==> config.mk <==
export PLATFORM = sky130hd
export DESIGN_NAME = ervp_app_load_sequencer
export DESIGN_NICKNAME = d
export VERILOG_FILES = /design/src/rtl/ervp_app_load_pkg.sv /design/src/rtl/ervp_app_load_skid.sv /design/src/rtl/ervp_app_load_sequencer.sv
export SDC_FILE = /design/constraint.sdc
export NUM_CORES = 1
export LEC_CHECK = 0
export CAP_MARGIN = 20
export CORE_MARGIN = 5
export CORE_UTILIZATION = 48
export DETAILED_ROUTE_END_ITERATION = 8
export GPL_TIMING_DRIVEN = 1
export PLACE_DENSITY = 0.75
export SLEW_MARGIN = 15
export SYNTH_ARGS = -nofsm -noshare
export SYNTH_HDL_FRONTEND = slang
export SYNTH_HIERARCHICAL = 1
export SYNTH_SLANG_ARGS = --single-unit
==> constraint.sdc <==
create_clock -name clk -period 6.1 [get_ports clk]
set_clock_uncertainty 0.2 [all_clocks]
set_input_delay 1.22 -clock clk [delete_from_list [all_inputs] [get_ports clk]]
set_output_delay 1.22 -clock clk [all_outputs]
set_load 0.01 [all_outputs]
==> src/rtl/ervp_app_load_pkg.sv <==
// Shared definitions for the app-load sequencer: boot modes, FSM encoding
// and the byte-swap helper used on the write data path.
package ervp_app_load_pkg;

    localparam int BW_BOOT_MODE = 2;
    localparam logic [BW_BOOT_MODE-1:0] BOOT_MODE_STAND_ALONE = 2'd0;
    localparam logic [BW_BOOT_MODE-1:0] BOOT_MODE_OCD         = 2'd1;

    // Widest data word the byte-swap helper can handle.
    localparam int MAX_BW_DATA = 256;

    typedef enum logic [2:0] {
        ST_SETTLE  = 3'd0,
        ST_CHECK   = 3'd1,
        ST_RELEASE = 3'd2,
        ST_LOAD    = 3'd3,
        ST_DRAIN   = 3'd4,
        ST_SETENV  = 3'd5,
        ST_DONE    = 3'd6,
        ST_ERROR   = 3'd7
    } state_t;

    // Reverse the byte order of the low num_bytes bytes of word; upper bytes
    // of the result are zero.
    function automatic logic [MAX_BW_DATA-1:0] byte_swap(
        input logic [MAX_BW_DATA-1:0] word,
        input int                     num_bytes
    );
        logic [MAX_BW_DATA-1:0] swapped;
        swapped = '0;
        for (int i = 0; i < MAX_BW_DATA / 8; i++) begin
            if (i < num_bytes) begin
                swapped[i*8 +: 8] = word[(num_bytes-1-i)*8 +: 8];
            end
        end
        return swapped;
    endfunction

endpackage

==> src/rtl/ervp_app_load_skid.sv <==
// One-entry valid/ready buffer between the word source and the memory write
// port. Captures (optionally byte-swapped) data together with its address.
module ervp_app_load_skid
    import ervp_app_load_pkg::*;
#(
    parameter int BW_ADDR     = 32,
    parameter int BW_DATA     = 32,
    parameter int SWAP_ENDIAN = 0
) (
    input  logic               clk,
    input  logic               rst,
    input  logic               enable,
    input  logic               in_valid,
    input  logic [BW_DATA-1:0] in_data,
    input  logic [BW_ADDR-1:0] in_addr,
    output logic               in_ready,
    output logic               out_valid,
    output logic [BW_ADDR-1:0] out_addr,
    output logic [BW_DATA-1:0] out_data,
    input  logic               out_ready
);

    logic               buf_valid_reg;
    logic [BW_ADDR-1:0] buf_addr_reg;
    logic [BW_DATA-1:0] buf_data_reg;
    logic [BW_DATA-1:0] load_data;
    logic               in_fire;
    logic               out_fire;

    generate
        if (SWAP_ENDIAN != 0) begin : g_swap
            assign load_data = BW_DATA'(byte_swap(MAX_BW_DATA'(in_data), BW_DATA / 8));
        end else begin : g_noswap
            assign load_data = in_data;
        end
    endgenerate

    // A full buffer can still take a word in the cycle it is being drained.
    assign in_ready  = enable && (!buf_valid_reg || out_ready);
    assign in_fire   = in_valid && in_ready;
    assign out_fire  = buf_valid_reg && out_ready;

    assign out_valid = buf_valid_reg;
    assign out_addr  = buf_addr_reg;
    assign out_data  = buf_data_reg;

    // Buffer fill/drain; a refill wins over a drain in the same cycle.
    always_ff @(posedge clk or posedge rst) begin
        if (rst) begin
            buf_valid_reg <= 1'b0;
            buf_addr_reg  <= '0;
            buf_data_reg  <= '0;
        end else if (in_fire) begin
            buf_valid_reg <= 1'b1;
            buf_addr_reg  <= in_addr;
            buf_data_reg  <= load_data;
        end else if (out_fire) begin
            buf_valid_reg <= 1'b0;
        end
    end

endmodule

==> src/rtl/ervp_app_load_sequencer.sv <==
// Boot/app-load sequencer: waits a settle period after reset, then either
// releases the subsystem directly (stand-alone) or streams source words into
// a list of memory regions (OCD) before flagging the application ready.
module ervp_app_load_sequencer
    import ervp_app_load_pkg::*;
#(
    parameter int NUM_REGION    = 2,
    parameter int BW_ADDR       = 32,
    parameter int BW_DATA       = 32,
    parameter int BW_COUNT      = 20,
    parameter int SETTLE_CYCLES = 300,
    parameter int SWAP_ENDIAN   = 0,
    parameter int PROGRESS_MASK = 255,
    localparam int BW_REGION    = (NUM_REGION > 1) ? $clog2(NUM_REGION) : 1
) (
    input  logic                           clk,
    input  logic                           rst,
    input  logic [BW_BOOT_MODE-1:0]        boot_mode,
    input  logic [NUM_REGION*BW_ADDR-1:0]  region_base_list,
    input  logic [NUM_REGION*BW_COUNT-1:0] region_size_list,
    input  logic                           src_valid,
    input  logic [BW_DATA-1:0]             src_data,
    output logic                           src_ready,
    output logic                           mem_wvalid,
    output logic [BW_ADDR-1:0]             mem_waddr,
    output logic [BW_DATA-1:0]             mem_wdata,
    input  logic                           mem_wready,
    output logic                           subsys_release,
    output logic                           app_ready,
    output logic                           busy,
    output logic                           error,
    output logic [BW_REGION-1:0]           region_index,
    output logic                           progress_pulse
);

    localparam int BW_SETTLE = (SETTLE_CYCLES > 1) ? $clog2(SETTLE_CYCLES) : 1;
    localparam logic [BW_SETTLE-1:0] SETTLE_LAST =
        BW_SETTLE'((SETTLE_CYCLES > 0) ? SETTLE_CYCLES - 1 : 0);
    localparam logic [BW_ADDR-1:0]  ADDR_STEP = BW_ADDR'(BW_DATA / 8);
    localparam logic [BW_COUNT-1:0] PMASK     = BW_COUNT'(PROGRESS_MASK);

    state_t                         state_reg;
    state_t                         state_next;
    logic [BW_SETTLE-1:0]           settle_count_reg;
    logic [NUM_REGION*BW_ADDR-1:0]  base_list_reg;
    logic [NUM_REGION*BW_COUNT-1:0] size_list_reg;
    logic [BW_ADDR-1:0]             base_arr [NUM_REGION];
    logic [BW_COUNT-1:0]            size_arr [NUM_REGION];
    logic [BW_REGION-1:0]           region_index_reg;
    logic [BW_ADDR-1:0]             addr_reg;
    logic [BW_COUNT-1:0]            word_count_reg;

    logic                           first_found;
    logic [BW_REGION-1:0]           first_idx;
    logic                           next_found;
    logic [BW_REGION-1:0]           next_idx;
    logic                           load_active;
    logic                           src_accept;
    logic                           last_word;

    genvar gi;
    generate
        for (gi = 0; gi < NUM_REGION; gi++) begin : g_region
            assign base_arr[gi] = base_list_reg[gi*BW_ADDR +: BW_ADDR];
            assign size_arr[gi] = size_list_reg[gi*BW_COUNT +: BW_COUNT];
        end
    endgenerate

    // Lowest non-empty region overall, and lowest non-empty one after the current.
    always_comb begin
        first_found = 1'b0;
        first_idx   = '0;
        next_found  = 1'b0;
        next_idx    = '0;
        for (int i = NUM_REGION - 1; i >= 0; i--) begin
            if (size_arr[i] != '0) begin
                first_found = 1'b1;
                first_idx   = BW_REGION'(i);
                if (i > int'(region_index_reg)) begin
                    next_found = 1'b1;
                    next_idx   = BW_REGION'(i);
                end
            end
        end
    end

    assign src_accept     = src_valid && src_ready;
    assign last_word      = (word_count_reg == size_arr[region_index_reg] - BW_COUNT'(1));
    assign progress_pulse = src_accept && ((word_count_reg & PMASK) == PMASK);
    assign region_index   = region_index_reg;

    // State register.
    always_ff @(posedge clk or posedge rst) begin
        if (rst) begin
            state_reg <= ST_SETTLE;
        end else begin
            state_reg <= state_next;
        end
    end

    // Next-state logic.
    always_comb begin
        state_next = state_reg;
        case (state_reg)
            ST_SETTLE: begin
                if (settle_count_reg == SETTLE_LAST) state_next = ST_CHECK;
            end
            ST_CHECK: begin
                if (boot_mode == BOOT_MODE_STAND_ALONE)  state_next = ST_DONE;
                else if (boot_mode == BOOT_MODE_OCD)     state_next = ST_RELEASE;
                else                                     state_next = ST_ERROR;
            end
            ST_RELEASE: state_next = first_found ? ST_LOAD : ST_SETENV;
            ST_LOAD: begin
                if (src_accept && last_word && !next_found) state_next = ST_DRAIN;
            end
            ST_DRAIN: begin
                if (!mem_wvalid) state_next = ST_SETENV;
            end
            ST_SETENV: state_next = ST_DONE;
            ST_DONE:   state_next = ST_DONE;
            ST_ERROR:  state_next = ST_ERROR;
            default:   state_next = ST_SETTLE;
        endcase
    end

    // Moore outputs decoded from the state.
    always_comb begin
        subsys_release = 1'b0;
        app_ready      = 1'b0;
        busy           = 1'b0;
        error          = 1'b0;
        load_active    = 1'b0;
        case (state_reg)
            ST_RELEASE: subsys_release = 1'b1;
            ST_LOAD: begin
                subsys_release = 1'b1;
                busy           = 1'b1;
                load_active    = 1'b1;
            end
            ST_DRAIN: begin
                subsys_release = 1'b1;
                busy           = 1'b1;
            end
            ST_SETENV:  subsys_release = 1'b1;
            ST_DONE: begin
                subsys_release = 1'b1;
                app_ready      = 1'b1;
            end
            ST_ERROR:   error = 1'b1;
            default: ;
        endcase
    end

    // Settle counter, configuration snapshot, region/address/word tracking.
    always_ff @(posedge clk or posedge rst) begin
        if (rst) begin
            settle_count_reg <= '0;
            base_list_reg    <= '0;
            size_list_reg    <= '0;
            region_index_reg <= '0;
            addr_reg         <= '0;
            word_count_reg   <= '0;
        end else begin
            if (state_reg == ST_SETTLE && settle_count_reg != SETTLE_LAST) begin
                settle_count_reg <= settle_count_reg + BW_SETTLE'(1);
            end
            if (state_reg == ST_CHECK) begin
                base_list_reg <= region_base_list;
                size_list_reg <= region_size_list;
            end
            if (state_reg == ST_RELEASE) begin
                // Empty leading regions are skipped without spending a cycle.
                region_index_reg <= first_idx;
                addr_reg         <= base_arr[first_idx];
                word_count_reg   <= '0;
            end
            if (state_reg == ST_LOAD && src_accept) begin
                if (last_word) begin
                    word_count_reg <= '0;
                    if (next_found) begin
                        region_index_reg <= next_idx;
                        addr_reg         <= base_arr[next_idx];
                    end
                end else begin
                    word_count_reg <= word_count_reg + BW_COUNT'(1);
                    addr_reg       <= addr_reg + ADDR_STEP;
                end
            end
        end
    end

    ervp_app_load_skid #(
        .BW_ADDR     (BW_ADDR),
        .BW_DATA     (BW_DATA),
        .SWAP_ENDIAN (SWAP_ENDIAN)
    ) u_skid (
        .clk       (clk),
        .rst       (rst),
        .enable    (load_active),
        .in_valid  (src_valid),
        .in_data   (src_data),
        .in_addr   (addr_reg),
        .in_ready  (src_ready),
        .out_valid (mem_wvalid),
        .out_addr  (mem_waddr),
        .out_data  (mem_wdata),
        .out_ready (mem_wready)
    );

endmodule

==> flow_summary_export.csv <==
group,metric,value,unit
worst_setup_path,endpoint_kind,"register",
yosys,yosysTopAreaCell,"dfrtp_1",
placement,place_congestion,0.864,
cts,holdBufCountCts,0,
worst_hold_path,min_from,"settle_count_reg[8]$_DFFE_PP0P_",
yosys,synth.distinct_cells,65,
worst_setup_path,critPathKind,"reg2reg",
yosys,syn_area,0.0122,sq mm
worst_setup_path,startpoint,"region_index$_DFF_PP0_",
sta,post-route-worst-setup-slack,1.69,ns
drt,dr_total_vias,9040,
sta,rsz0062_at_grt,"no",
pwr,peakVddDrop,0.262,mV
yosys,synth.area.top_cells,"dfrtp_1 48%, mux2_2 10%, mux2_4 7.4%",
drt,drc,0,
sta,finalCriticalPeriod,4.41,ns
drt,avgViaCountPerCell,5.67,
cts,post_cts_resize_count,0,
worst_setup_path,rr_startpoint,"region_index$_DFF_PP0_",
drt,final_antenna_net_count,0,
sta,max_freq,227,MHz
layout,layout-area-overhead-vs-synth,26.2,%
sta,maxSlewViolCount,0,
yosys,synth_top_area_share,47.9,%
layout,drive_gt1_share,21.4,%
drt,routed_wl,30600,microns
yosys,synth-seq-cells,234,
job,drv_cap,0,
yosys,avgSynthCellArea,11.7,sq um
worst_setup_path,required,6.30,ns
sta,finalHoldViolCount,0,
global_routing,grt_max_degree,70,
cts,htreeDepth,1,
cts,cts_tree,"built",
drt,drt_first_iter_violations,676,
floorplanning,die_area,0.0288,sq mm
pwr,p_per_area,306,mW/mm^2
cts,clock_path_buffers,3,
yosys,synthArstFlopShare,100,%
global_routing,grt_first_pass_wirelength,49600,microns
layout,largest_reg_flops,64,
worst_setup_path,crit_fanout,49,
yosys,yosysMostFrequentCell,"dfrtp_1",
cts,cts_sinks,234,
floorplanning,die_height,170,microns
drt,wl_per_cell,19.2,microns
cts,root_buffer,"clkbuf_16",
run_status,status,"finished clean",
floorplanning,initial_core_util,48.7,%
worst_setup_path,worstPathArrival,4.61,ns
sta,setup_viol,0,
global_routing,overflow,0,
placement,place_ws,1.71,ns
cts,clkLatencyLatePin,0.52,ns
floorplanning,top_level_ports,214,
layout,num_antenna_cells,0,
placement,place_hpwl,21500,microns
sta,post-route-period-util,72.2,%
sta,worst_pin_slew,1.05,ns
yosys,ys_seq_area_share,47.9,%
floorplanning,die_w,170,microns
global_routing,gr-usage-all-layers,20.9,%
worst_setup_path,cp-start-kind,"register",
placement,numPortBuffers,213,
cts,cts_made_buffers,25,
cts,clkSlewWorstSetupHoldPaths,0.06,ns
yosys,synthTopCellsByCount,"234 x dfrtp_1, 110 x mux2_2, 72 x nand2_1, 61 x nor2_1, 60 x mux2_4",
yosys,syn_inst,1046,
drt,drtPass1Iterations,6,
sta,fin_setup_tns,0,ns
cts,postCtsSetupRepairBufs,0,
yosys,syn-num-nets,1192,
yosys,synth_edf_count,0,
sta,max_slew_margin,29.1,%
pwr,p_leak,7.18,nW
yosys,synthFlopType,"dfrtp_1",
floorplanning,fp-row-count,58,
global_routing,antenna_found_initial,0,
layout,nets,1391,
worst_hold_path,hold_path.class,"reg2reg",
global_routing,grt_pass1_vias,9172,
yosys,synth_warnings,6,
floorplanning,core_area,0.0251,sq mm
==> cell type report <==
type                            count  area [sq um]
Multi-Input combinational cell    740          5990
Inverter                           12          50.0
Timing Repair Buffer              232          2270
Clock buffer                       35           693
Fill cell                        2042          9660
Sequential cell                   234          5860
Clock inverter                     11           165
Tap cell                          330           413
==> path summary, 6_finish.rpt <==
path / end / slack, ns / depth (start not counted)
max: word_count_reg[9]$_DFFE_PP0P_ / 1.69 / 11
min: settle_count_reg[8]$_DFFE_PP0P_ / 0.28 / 1
max reg2reg: word_count_reg[9]$_DFFE_PP0P_ / 1.69 / 11
min reg2reg: settle_count_reg[8]$_DFFE_PP0P_ / 0.28 / 1
max in group asynchronous: region_index$_DFF_PP0_ / 3.73 / 3
min in group asynchronous: base_list_reg[7]$_DFFE_PP0P_ / 0.99 / 2
==> routing by layer <==
| layer | part of all wire, % | vias to the layer above | GRT usage, % |
|---|---|---|---|
| met4 | 2.1 | 0 | 5.32 |
| met1 | 45 | 4450 | 29.6 |
| met3 | 7.5 | 43 | 3.94 |
| met5 | 0 | - | 0 |
| li1 | - | 4244 | - |
| met2 | 46 | 303 | 33.5 |
==> where the power goes <==
part | leakage (nW) | switching [mW] | internal [mW]
combinational | 3.85 | 0.498 | 0.677
clock | 0.419 | 0.622 | 0.963
sequential | 2.91 | 0.213 | 1.75
==> through the flow <==
stage | cell area, sq um | power, mW | hold slack (ns) | std cells | utilization (%)
detailed placement | 14600 | 3.18 | 0.272 | 1548 | 58.1
CTS | 15400 | 4.77 | 0.284 | 1594 | 61.5
global route | 15400 | 4.98 | 0.311 | 1594 | 61.5
floorplan | 12200 | 2.68 | 0.245 | 1046 | -
global placement | 14600 | 3.15 | 0.270 | 1548 | 58.1
finish | 15400 | 4.73 | 0.282 | 1594 | 61.5
==> worst max-delay path, cell delays in order (launching register included) <==
cell and delay, ns:
dfrtp_2 1.03, mux2i_1 0.26, ha_1 0.33, nand2_1 0.09, nor2_1 0.08, or4_1 0.55
a22oi_2 0.19, nand3_1 0.15, nor4_4 0.38, buf_4 0.59, nor3_1 0.14, a221o_1 0.28
==> placed cells by master, fill, tap and decap left out, types with 5 or more instances in the layout <==
cell             instances
o21ai_0                 53
nand4_1                 14
a221oi_2                25
xor2_1                  31
mux2i_1                 53
clkbuf_16               25
nand3_1                 37
nand2_1                 71
a22o_1                   6
and3_1                  19
mux2_4                  60
a21oi_1                 18
nor4_1                  14
clkdlybuf4s50_1        213
nor2_1                  60
a31oi_1                  5
dfrtp_1                233
clkbuf_1                 7
xnor2_1                 39
inv_1                   10
buf_4                   19
mux2_2                 110
nor3_1                  29
o22ai_1                 34
==> logic make-up (layout without fill, tap and decap cells) <==
group	after synthesis	count (layout)	synth area share (%)
xor gates and xnor gates	70	70	5.01
buffers and inverters	72	290	3.40
adders and majority gates	4	4	0.409
AOI/OAI and AO/OA	168	168	10.3
muxes	224	224	22.0
and+or+nand+nor	274	274	11.0
DFF	234	234	47.9
Power figures use the tool's default switching activity.
